$ cat config.mk
export PLATFORM = sky130hd
export DESIGN_NAME = cpu6_memarb
export DESIGN_NICKNAME = d
export VERILOG_FILES = /design/src/rtl/cpu6_memarb.sv
export SDC_FILE = /design/constraint.sdc
export NUM_CORES = 1
export LEC_CHECK = 0
export ABC_AREA = 1
export ABC_CLOCK_PERIOD_IN_PS = 2300
export BUFFER_PORTS_ARGS = -buffer_cell sky130_fd_sc_hd__buf_2
export CORE_ASPECT_RATIO = 0.8
export CORE_MARGIN = 2
export CORE_UTILIZATION = 33
export DETAILED_ROUTE_END_ITERATION = 6
export PLACE_DENSITY = 0.71
export SLEW_MARGIN = 10
export SYNTH_ARGS = -nofsm -noshare
export SYNTH_HDL_FRONTEND = slang
export SYNTH_SLANG_ARGS = --single-unit
$ cat constraint.sdc
create_clock -name clk -period 2.3 [get_ports clk]
set_clock_uncertainty 0.2 [all_clocks]
set_input_delay 0.115 -clock clk [delete_from_list [all_inputs] [get_ports clk]]
set_output_delay 0.115 -clock clk [all_outputs]
set_load 0.005 [all_outputs]
$ cat src/rtl/cpu6_memarb.sv
// cpu6_memarb -- two-master arbiter for a single shared memory port.
//
// An instruction-fetch master (if_*) and a data master (d_*) each hold a
// request until their one-cycle valid pulse. The arbiter grants one of them
// from IDLE, registers the access onto mem_*, holds it until mem_ready, then
// returns the read data and pulses the owner's valid.
//
// Ports:
//   clk, reset            clock, asynchronous active-low reset
//   if_req/if_addr        fetch request in; if_rdata/if_valid fetch result out
//   d_req/d_we/d_addr/d_wdata  data request in; d_rdata/d_valid result out
//   mem_req/mem_we/mem_addr/mem_wdata  shared memory request out
//   mem_ready/mem_rdata   memory completion in
//   busy                  high while an access is in flight (state != IDLE)
//
// Configuration macro: CPU6_MEMARB_DPRIO_EN
//   undefined (default): round-robin between the two masters on a tie
//   defined            : data always wins a tie, no last-grant state
`ifndef CPU6_XLEN
`define CPU6_XLEN 32
`endif

module cpu6_memarb #(
  parameter int XLEN = `CPU6_XLEN
) (
  input  logic            clk,
  input  logic            reset,
  input  logic            if_req,
  input  logic [XLEN-1:0] if_addr,
  output logic [XLEN-1:0] if_rdata,
  output logic            if_valid,
  input  logic            d_req,
  input  logic            d_we,
  input  logic [XLEN-1:0] d_addr,
  input  logic [XLEN-1:0] d_wdata,
  output logic [XLEN-1:0] d_rdata,
  output logic            d_valid,
  output logic            mem_req,
  output logic            mem_we,
  output logic [XLEN-1:0] mem_addr,
  output logic [XLEN-1:0] mem_wdata,
  input  logic            mem_ready,
  input  logic [XLEN-1:0] mem_rdata,
  output logic            busy
);

  typedef enum logic [1:0] {
    IDLE    = 2'd0,
    IF_BUSY = 2'd1,
    D_BUSY  = 2'd2
  } state_t;

  state_t state;
  logic   if_elig, d_elig;
  logic   grant_d, grant_i;

  // A master in its valid cycle still holds req; masking it here keeps the
  // completed request from being granted a second time.
  assign if_elig = if_req && !if_valid;
  assign d_elig  = d_req  && !d_valid;

`ifdef CPU6_MEMARB_DPRIO_EN
  assign grant_d = d_elig;
`else
  logic last_d;  // 1: data was granted most recently, 0: fetch

  // On a tie, the master not granted last wins.
  assign grant_d = d_elig && (!if_elig || !last_d);

  always_ff @(posedge clk or negedge reset) begin
    if (!reset) begin
      last_d <= 1'b0;
    end else if (state == IDLE) begin
      if (grant_d)      last_d <= 1'b1;
      else if (if_elig) last_d <= 1'b0;
    end
  end
`endif

  assign grant_i = if_elig && !grant_d;
  assign busy    = (state != IDLE);

  always_ff @(posedge clk or negedge reset) begin
    if (!reset) begin
      state     <= IDLE;
      mem_req   <= 1'b0;
      mem_we    <= 1'b0;
      mem_addr  <= '0;
      mem_wdata <= '0;
      if_rdata  <= '0;
      d_rdata   <= '0;
      if_valid  <= 1'b0;
      d_valid   <= 1'b0;
    end else begin
      if_valid <= 1'b0;
      d_valid  <= 1'b0;
      case (state)
        IDLE: begin
          if (grant_d) begin
            state     <= D_BUSY;
            mem_req   <= 1'b1;
            mem_we    <= d_we;
            mem_addr  <= d_addr;
            mem_wdata <= d_wdata;
          end else if (grant_i) begin
            state     <= IF_BUSY;
            mem_req   <= 1'b1;
            mem_we    <= 1'b0;
            mem_addr  <= if_addr;
            mem_wdata <= '0;
          end
        end
        IF_BUSY: begin
          if (mem_ready) begin
            if_rdata <= mem_rdata;
            if_valid <= 1'b1;
            mem_req  <= 1'b0;
            state    <= IDLE;
          end
        end
        D_BUSY: begin
          if (mem_ready) begin
            // Stores complete without disturbing the last load result.
            if (!mem_we) d_rdata <= mem_rdata;
            d_valid <= 1'b1;
            mem_req <= 1'b0;
            state   <= IDLE;
          end
        end
        default: begin
          state   <= IDLE;
          mem_req <= 1'b0;
        end
      endcase
    end
  end

endmodule
==> reports/metrics.yaml <==
global_route:
  grt_usage_pct: 20.24
  overflow: 0
  grt_pass1_vias: 6121
  antenna_found_initial: 0
  grt_pass1_wl_um: 29140
  grt_max_degree: 66
timing:
  slew_headroom_pct: 56.50
  hold_viol_final: 0
  tightestPinTransition_ns: 0.6525
  drv_slew: 0
  final-setup-viol-count: 0
  fin_hold_ws_ns: 0.08174
  rsz0062_at_grt: "no"
  max_freq_mhz: 523.1
  fin_crit_sh_pct: 83.12
  final.min_clock_period_ns: 1.912
  tns_ns: 0
min_path:
  hold_class: "in2async"
placed_design:
  dp_hpwl_um: 10940
  gp_congestion: 0.7747
  portBuffers: 266
critical_path:
  crit_top_cell: "nand2_1"
  timing.rr.start: "state[0]"
  r2r_slack_ns: 0.39
  worstPathMaxFanout: 33
  r2r-end: "mem_wdata[0]"
  worstPathRequired_ns: 2.44
  critPathBufInv: 2
  path_cells: "inv_1 -> ha_1 -> nand3_1 -> inv_2 -> nand2_1 -> nand2_1"
  critical_path_class: "reg2reg"
  startpoint_type: "flop"
  cp.arrival_ns: 2.05
  cp_top_family: "buffers and inverters"
  cp-end-kind: "flop"
  reg2regPathDepth: 6
  slowest_delay_ns: 0.46
  cp.depth: 6
  critical-path-slowest-cell: "inv_2"
floorplanning:
  start_util_pct: 34.05
  die_x_um: 150.8
  die_y_um: 121.5
  io_pins: 267
  num_rows: 42
  dieArea_mm2: 0.01832
  core_mm2: 0.01671
power:
  p_int_mw: 6.664
  peakVddDrop_mv: 0.7958
  p_leak_nw: 5.289
  pwr-share-comb_pct: 35.7
  power_frac_seq_pct: 40.0
  p_sw_share_pct: 36.14
  switching_power_mw: 3.771
  p_per_area_mw_per_mm2: 1138
  clkPwrFrac_pct: 24.3
cells_and_area:
  fin_nets: 1220
  drive_above_1_share_pct: 28.65
  diodes: 0
  area_growth_pct: 61.17
routing:
  drt_first_pass_iters: 5
  route.detailed.drc: 0
  postRouteAntennaNets: 0
  vias: 6019
  wl_um: 18680
  via_per_inst: 4.574
  drtIter0Drc: 323
  wl_per_cell_um: 14.19
logic_synthesis:
  synth_edf_count: 0
  synthMostInstantiatedCell: "nand2_1"
  yosysWarnings: 0
  synthTopCellsByCount: "nand2_1, dfrtp_1, inv_1"
  synth_top_cell_by_area: "dfrtp_1"
  syn_inst: 689
  synthesis.nets: 826
  synth_area_leaders: "dfrtp_1, nand2_1, inv_1"
  syn_area_mm2: 0.005690
  synth_top_area_share_pct: 59.37
  ys_ff_latch: 135
  yosysUniqueCellTypes: 13
  ys_seq_area_share_pct: 59.37
  async_flop_share_pct: 100.0
  postSynthAreaPerCell_um2: 8.259
  synth_ff_type: "dfrtp_1"
cts:
  cts_setup_buffers: 0
  h-tree-depth: 4
  ctsRootBufferMaster: "clkbuf_16"
  numCtsBuffers: 17
  insertion_delay_ns: 0.40
  clk_pin_slew_ns: 0.06
  clk_path_buf_depth: 2
  cts_tree: "yes"
  clock_sinks: 135
outcome:
  status: "complete, no violations"
run:
  max_cap_viol_count: 0
==> stage by stage <==
step	cell area, um^2	power (mW)	util [%]	setup slack (ns)	cells
2_1_floorplan	5690	5.864	-	0.6531	689
3_3_place_gp	7267	7.563	43.49	0.2492	1150
3_5_place_dp	7267	7.673	43.49	0.1969	1150
4_1_cts	9169	10.44	54.87	0.1782	1316
5_1_grt	9171	11.25	54.88	0.2340	1316
6_report	9171	10.43	54.88	0.3883	1316
==> worst reg2reg max path, cell delays in order, from the launching register on <==
cell and delay, ns:
dfrtp_1 0.40, inv_1 0.09, ha_1 0.21, nand3_1 0.19
inv_2 0.46, nand2_1 0.21, nand2_1 0.11
==> timing repair <==
item                                   CTS  global route
setup endpoints to repair                0             5
endpoints found under the hold margin  268             0
gates resized for setup                  0             2
hold buffers                           134             0
==> layout make-up <==
cell class	instances	area (um^2)
flip-flops and latches	135	3378
clock buffers	21	450.4
fillers	1448	7540
inverters	108	407.9
well taps	220	275.3
repair buffers	410	2801
clock inverters	11	100.1
multi-input cells	411	1758
==> worst max path at each step <==
stage / startpoint / end / slack (ns)
floorplan: state[0] / mem_addr[14] / 0.65
global placement: state[0] / mem_addr[4] / 0.25
CTS: state[0] / mem_addr[29] / 0.18
detailed placement: state[0] / mem_addr[29] / 0.20
global route: state[1] / mem_wdata[0] / 0.23
finish: state[0] / mem_wdata[0] / 0.39
==> cell usage in the layout, fill, tap and decap left out, drive strengths merged, types with 2 or more instances in the layout <==
cell type    Yosys  layout
dfrtp          135     135
nand2          271     271
clkinv           0       6
clkbuf          18      21
nand3           68      68
clkinvlp         0       2
dlygate4sd3      0     133
o21ai           67      67
ha               3       3
inv            108     110
buf             17     277
==> flip-flops by register name, indices dropped and copies added (netlist names), 2 cells and up <==
register,flops
d_rdata,32
if_rdata,32
mem_addr,32
mem_wdata,32
state,2
==> power groups by stage <==
stage                     combinational (mW)  sequential (mW)  clock (mW)
after floorplan                         1.65             4.21           0
after global placement                  3.42             4.14           0
after detailed placement                3.52             4.16           0
after CTS                               3.69             4.15        2.60
after global routing                    4.25             4.29        2.71
final                                   3.73             4.18        2.53
==> metal layers <==
metal	vias up	global-route usage [%]	part of all wire, %
met3	60	6.278	8.6
met4	0	9.171	3.2
met2	321	34.77	48
met5	-	0	0
li1	2875	-	-
met1	2763	23.10	40
==> cell families after synthesis <==
family	count (synthesis)	synth area share [%]
compound gates	68	6.179
fa+ha+maj	3	0.6597
buf+inv	143	9.828
flops	135	59.37
simple gates	340	23.97
No activity file was read; power rests on OpenSTA's default activity.
